File: config.mk
export PLATFORM = sky130hd
export DESIGN_NAME = desloc_ser_tx
export DESIGN_NICKNAME = d
export VERILOG_FILES = /design/src/rtl/desloc_pkg.sv /design/src/rtl/desloc_shift_core.sv /design/src/rtl/desloc_ser_tx.sv
export SDC_FILE = /design/constraint.sdc
export NUM_CORES = 1
export LEC_CHECK = 0
export CAP_MARGIN = 10
export CELL_PAD_IN_SITES_DETAIL_PLACEMENT = 1
export CELL_PAD_IN_SITES_GLOBAL_PLACEMENT = 1
export CORE_MARGIN = 2
export CORE_UTILIZATION = 35
export CTS_CLUSTER_DIAMETER = 30
export CTS_CLUSTER_SIZE = 25
export DETAILED_ROUTE_END_ITERATION = 10
export PLACE_DENSITY_LB_ADDON = 0.08
export REMOVE_ABC_BUFFERS = 1
export SLEW_MARGIN = 25
export SYNTH_ARGS = -nofsm -noshare
export SYNTH_HDL_FRONTEND = slang
export SYNTH_SLANG_ARGS = --single-unit
File: constraint.sdc
create_clock -name clk -period 1.7 [get_ports clk]
set_input_delay 0.425 -clock clk [delete_from_list [all_inputs] [get_ports clk]]
set_output_delay 0.425 -clock clk [all_outputs]
set_load 0.05 [all_outputs]
File: src/rtl/desloc_pkg.sv
// Shared types and constants for the desloc serial link (transmitter and shift register).
// Latency: n/a. Backpressure: n/a.
// Holds the FSM state encoding, bit-order constants and the shift-register op codes.
package desloc_pkg;

    typedef enum logic [1:0] {
        ST_IDLE  = 2'd0,
        ST_SHIFT = 2'd1,
        ST_GAP   = 2'd2
    } state_t;

    localparam logic DIR_MSB_FIRST = 1'b0;
    localparam logic DIR_LSB_FIRST = 1'b1;

    typedef logic [1:0] op_t;

    localparam op_t OP_HOLD = 2'b00;
    localparam op_t OP_SHL  = 2'b01;
    localparam op_t OP_SHR  = 2'b10;
    localparam op_t OP_LOAD = 2'b11;

    // MSB-first frames drain through the top of the register, so they shift left.
    function automatic op_t shift_op(input logic dir);
        return (dir == DIR_LSB_FIRST) ? OP_SHR : OP_SHL;
    endfunction

endpackage

File: src/rtl/desloc_shift_core.sv
// WIDTH-bit load/shift register driven by the shared desloc op codes.
// Latency: one cycle per op; next_end_bit previews the end bit after the current op.
// Backpressure: none, the op is applied every cycle.
module desloc_shift_core
    import desloc_pkg::*;
#(
    parameter int WIDTH = 4
) (
    input  logic             clk,
    input  logic             reset,
    input  op_t              op,
    input  logic [WIDTH-1:0] load_dat,
    input  logic             end_sel,
    output logic             next_end_bit
);

    logic [WIDTH-1:0] q;
    logic [WIDTH-1:0] q_nxt;

    always_comb begin
        q_nxt = q;
        case (op)
            OP_LOAD: q_nxt = load_dat;
            OP_SHL:  q_nxt = {q[WIDTH-2:0], 1'b0};
            OP_SHR:  q_nxt = {1'b0, q[WIDTH-1:1]};
            default: q_nxt = q;
        endcase
    end

    // Looking at the post-op value lets the caller register the bit it is about to expose.
    assign next_end_bit = (end_sel == DIR_LSB_FIRST) ? q_nxt[0] : q_nxt[WIDTH-1];

    always_ff @(posedge clk) begin
        if (reset) begin
            q <= '0;
        end else begin
            q <= q_nxt;
        end
    end

endmodule

File: src/rtl/desloc_ser_tx.sv
// Parallel-in/serial-out transmitter for the desloc link; optional parity bit under DESLOC_PARITY_EN.
// Latency: first bit one cycle after accept, done one cycle after the last frame bit.
// Backpressure: in_ready drops for the frame plus GAP_CYCLES; in_valid is ignored meanwhile.
module desloc_ser_tx
    import desloc_pkg::*;
#(
    parameter int WIDTH      = 4,
    parameter int GAP_CYCLES = 0
) (
    input  logic             clk,
    input  logic             reset,
    input  logic [WIDTH-1:0] data_in,
    input  logic             dir,
    input  logic             in_valid,
    output logic             in_ready,
    output logic             serial_out,
    output logic             serial_valid,
    output logic             busy,
    output logic             done
);

    localparam int CNT_W = $clog2(WIDTH + 1);
`ifdef DESLOC_PARITY_EN
    localparam int LAST_BIT = WIDTH;
`else
    localparam int LAST_BIT = WIDTH - 1;
`endif
    localparam logic [CNT_W-1:0] LAST_CNT = CNT_W'(LAST_BIT);
    localparam logic [3:0]       GAP_LAST = 4'((GAP_CYCLES > 0) ? GAP_CYCLES - 1 : 0);

    state_t           state;
    logic             dir_q;
    logic [CNT_W-1:0] bit_cnt;
    logic [3:0]       gap_cnt;
    op_t              op;
    logic             accept;
    logic             last_bit;
    logic             end_sel;
    logic             next_end_bit;
`ifdef DESLOC_PARITY_EN
    logic             par_q;
`endif

    assign accept   = in_valid && in_ready;
    assign last_bit = (bit_cnt == LAST_CNT);
    assign end_sel  = accept ? dir : dir_q;

    always_comb begin
        op = OP_HOLD;
        if (accept) begin
            op = OP_LOAD;
        end else if (state == ST_SHIFT && !last_bit) begin
            op = shift_op(dir_q);
        end
    end

    desloc_shift_core #(
        .WIDTH(WIDTH)
    ) u_shift_core (
        .clk          (clk),
        .reset        (reset),
        .op           (op),
        .load_dat     (data_in),
        .end_sel      (end_sel),
        .next_end_bit (next_end_bit)
    );

    always_ff @(posedge clk) begin
        if (reset) begin
            state        <= ST_IDLE;
            dir_q        <= DIR_MSB_FIRST;
            bit_cnt      <= '0;
            gap_cnt      <= '0;
            serial_out   <= 1'b0;
            serial_valid <= 1'b0;
            in_ready     <= 1'b1;
            busy         <= 1'b0;
            done         <= 1'b0;
`ifdef DESLOC_PARITY_EN
            par_q        <= 1'b0;
`endif
        end else begin
            done <= 1'b0;
            case (state)
                ST_IDLE: begin
                    if (accept) begin
                        state        <= ST_SHIFT;
                        dir_q        <= dir;
                        bit_cnt      <= '0;
                        serial_out   <= next_end_bit;
                        serial_valid <= 1'b1;
                        in_ready     <= 1'b0;
                        busy         <= 1'b1;
`ifdef DESLOC_PARITY_EN
                        par_q        <= ^data_in;
`endif
                    end
                end
                ST_SHIFT: begin
                    if (last_bit) begin
                        serial_out   <= 1'b0;
                        serial_valid <= 1'b0;
                        done         <= 1'b1;
                        if (GAP_CYCLES == 0) begin
                            state    <= ST_IDLE;
                            in_ready <= 1'b1;
                            busy     <= 1'b0;
                        end else begin
                            state    <= ST_GAP;
                            gap_cnt  <= '0;
                        end
                    end else begin
                        bit_cnt <= bit_cnt + CNT_W'(1);
`ifdef DESLOC_PARITY_EN
                        // The data bits are exhausted; the trailing bit is the captured parity.
                        serial_out <= (bit_cnt == CNT_W'(WIDTH - 1)) ? par_q : next_end_bit;
`else
                        serial_out <= next_end_bit;
`endif
                    end
                end
                ST_GAP: begin
                    if (gap_cnt == GAP_LAST) begin
                        state    <= ST_IDLE;
                        in_ready <= 1'b1;
                        busy     <= 1'b0;
                    end else begin
                        gap_cnt <= gap_cnt + 4'd1;
                    end
                end
                default: begin
                    state <= ST_IDLE;
                end
            endcase
        end
    end

endmodule

==> Flow_metrics.wiki <==
{| class="wikitable"
! Metric !! Value
|-
| Kind of start point of the critical path || flip-flop
|-
| Worst-Margin Slew || 0.264 ns
|-
| Routed vias/inst || 5.05
|-
| Detailed Routing Iterations Pass 1 || 4
|-
| Setup repair after global routing missed its margin || no
|-
| Start-to-end type of the worst setup path || reg -> out
|-
| Horizontal die dimension || 48.1 µm
|-
| XOR/XNOR Fraction of Synth Area || 0.0129
|-
| Predominant post-synthesis flop cell || sky130_fd_sc_hd__dfxtp_1
|-
| Area share of fa/ha/maj cells after synthesis || 0.0368
|-
| Class of the tightest hold or removal check || reg -> reg
|-
| Post-Synthesis Mean Instance Area || between 9 and 10 µm²
|-
| Cell area after synthesis || 679 µm²
|-
| Highest attainable clock frequency || around 640 MHz
|-
| Wirelength, routed || about 1500 µm
|-
| Time the worst path needs with I/O delays and setup || 1.56 ns
|-
| GRT Resource Usage Total || 0.164
|-
| Core region area || 0.00178 mm²
|-
| Buffers from clock root to sink, at most || 2
|-
| Crit path DAT || 1.13 ns
|-
| Lkg Pwr || 0.354 nW
|-
| Antenna cells || 0
|-
| Net count reported at finish || 96
|-
| Finished Cell Area || 871 µm²
|-
| Most numerous cell types in the synthesized netlist || sky130_fd_sc_hd__dfxtp_1, sky130_fd_sc_hd__a21oi_1, sky130_fd_sc_hd__nand2_1
|-
| Layout-stage area growth over the synthesis result || 28.2%
|-
| Total placed instance area || between 800 and 900 µm²
|-
| Count of vias placed by the detailed router || 555
|-
| Status || complete, no violations
|-
| Global-route wire length before repair || about 2500 µm
|-
| Combinational family with the most area after synthesis || simple AND/OR/NAND/NOR gates
|-
| Initial antenna violation count || 0
|-
| Post-synthesis share of cell area spent on and, or, nand and nor gates || 0.227
|-
| Final cell count without fillers || 110
|-
| Count of placed standard cells including taps || 106
|-
| Count leader, synth || sky130_fd_sc_hd__dfxtp_1
|-
| CTS buffer count || 3
|-
| Clk Latency, worst-skew pair || 0.28 ns
|-
| Multiplexer share of the synthesized area || 0.131
|-
| Pin count of the biggest net entering global routing || 14
|-
| Sequential share of the synthesized area || 0.354
|-
| Layout Skew || 0.00184 ns
|-
| Max-slew headroom at the worst pin || 0.824
|-
| Hold violation total from the final report || 0
|-
| TritonCTS clock tree || done
|-
| Power density cells || 856 mW/mm²
|-
| Total DRC errors in the routed layout || 0
|-
| Iter 0 DRT Violations || 14
|-
| Total of warnings raised by yosys || 0
|-
| Worst Path Required || 1.27 ns
|-
| Number of placed I/O pins || 13
|-
| Via count of the first global-routing pass || 546
|-
| Reg clk slew, reported paths || approximately 0.08 ns
|-
| Weighted congestion reported at the end of routability-driven placement || 0.751
|-
| Slew Limit Fails || 0
|-
| Root buf cell || sky130_fd_sc_hd__clkbuf_4
|-
| Area fraction in compound gates after synthesis || 0.149
|-
| Worst Hold Slack || 0.508 ns
|-
| Biggest area consumer among synthesized cells || sky130_fd_sc_hd__dfxtp_1
|-
| Worst supply voltage drop on vdd || around 0.54 mV
|-
| Estimated wirelength of the detail-placed design || 1150 µm
|-
| Final period util || 0.916
|-
| Count of max-cap constraint violations || 0
|-
| Synthesized instance count || 72
|-
| Starting density of the core || 0.381
|-
| Die area || 0.00231 mm²
|-
| Post-CTS Setup Repair Bufs || 0
|-
| Worst-path fanout max || 10
|-
| Number of levels the H-tree was split into || 1
|-
| Async set-reset flop share out of synthesis || 0
|-
| Chip Height || 48.1 µm
|-
| Global route overflow || 0
|-
| Power after layout || around 0.00075 W
|-
| Fraction of final layout cells sized beyond drive strength 1 || 0.259
|-
| Share of the synthesized area in the top cell type || 0.354
|-
| Synth Register Bits || 12
|-
| Antenna-violating nets left || 0
|-
| Number of enable flip-flop cells after synthesis || 0
|-
| Row count || 15
|-
| Ranking of synthesized cells by area || sky130_fd_sc_hd__dfxtp_1, sky130_fd_sc_hd__mux2i_1, sky130_fd_sc_hd__buf_6, sky130_fd_sc_hd__mux2_2, sky130_fd_sc_hd__nand2b_1
|-
| Fill cells || 218
|-
| Routed wire per std cell || 13.6 µm
|-
| Unique masters post-synth || 28
|-
| Port bufs || 12
|-
| Number of clock sinks || 12
|-
| Sort of element at the end of the critical path || output pin
|-
| Final setup violation count || 0
|}
==> layout by cell type, fill, tap and decap left out, drive strengths merged <==
master          n
clkbuf          4
nand2b          6
a311oi          1
o2111ai         1
dfxtp          12
a21oi           6
o22ai           3
nand2           6
o221a           1
nand3b          4
mux2            4
nor2            5
nand3           1
o211a           1
mux2i           4
buf             9
inv             2
nor2b           1
xnor2           1
and4bb          1
ha              2
or2             1
or2b            1
clkdlybuf4s50   7
a211oi          1
==> metrics by stage <==
step	setup TNS (ns)	util	worst slack, ns
after floorplan	-0.515	-	-0.202
after global placement	0	0.467	0.114
after detailed placement	0	0.467	0.0940
after CTS	0	0.487	0.0478
after global routing	0	0.488	0.0593
final	0	0.488	0.142
==> area by class of cell <==
class                           instances  area, µm²  area share
Clock buffer                            4       36.3      0.0417
Inverter                                2       7.51     0.00862
Multi-Input combinational cell         51        380       0.437
Sequential cell                        12        240       0.276
Tap cell                               25       31.3      0.0359
Timing Repair Buffer                   16        175       0.201
==> state kept, by name, indices dropped and copies added, names as in the netlist <==
register        count
bit_cnt             3
u_shift_core.q      4
serial_out          1
dir_q               1
serial_valid        1
in_ready            1
done                1
==> power by group <==
part | internal [W] | switching, W
Clock | 0.000130 | 0.000101
Combinational | 0.0000986 | 0.0000913
Sequential | 0.000301 | 0.0000228
Total | 0.000530 | 0.000215
==> final timing paths <==
path	from	endpoint	slack (ns)	cells past startpoint
setup / recovery	serial_valid	serial_valid	0.14	2
hold / removal	bit_cnt[2]	bit_cnt[2]	0.51	2
setup reg to reg	bit_cnt[0]	u_shift_core.q[0]	0.14	5
hold reg to reg	bit_cnt[2]	bit_cnt[2]	0.51	2
==> cell families (layout without fill, tap and decap cells) <==
| kind of cell | count (synthesis) | in the layout |
|---|---|---|
| compound gates | 14 | 14 |
| xor+xnor | 1 | 1 |
| fa+ha+maj | 2 | 2 |
| buf+inv | 9 | 22 |
| flops | 12 | 12 |
| mux | 8 | 8 |
| simple gates | 26 | 26 |
==> metal layers <==
layer | track usage | wire, µm | vias to the layer above
met1 | 0.213 | 694 | 262
met2 | 0.251 | 714 | 12
li1 | - | - | 277
met3 | 0.0453 | 61 | 4
met5 | 0 | 0 | -
met4 | 0.0811 | 25 | 0
==> critical path: stages, from the launching register on <==
cell and delay, ns:
sky130_fd_sc_hd__dfxtp_1 0.46, sky130_fd_sc_hd__buf_4 0.24, sky130_fd_sc_hd__buf_12 0.15
==> timing repair <==
| action | 4_1_cts | 5_1_grt |
|---|---|---|
| resized for setup | 0 | 1 |
| endpoints found under the setup margin | 0 | 2 |
| endpoints found under the hold margin | 0 | 0 |
| hold buffers | 0 | 0 |
Note: power is estimated with default switching activity, not from simulation.
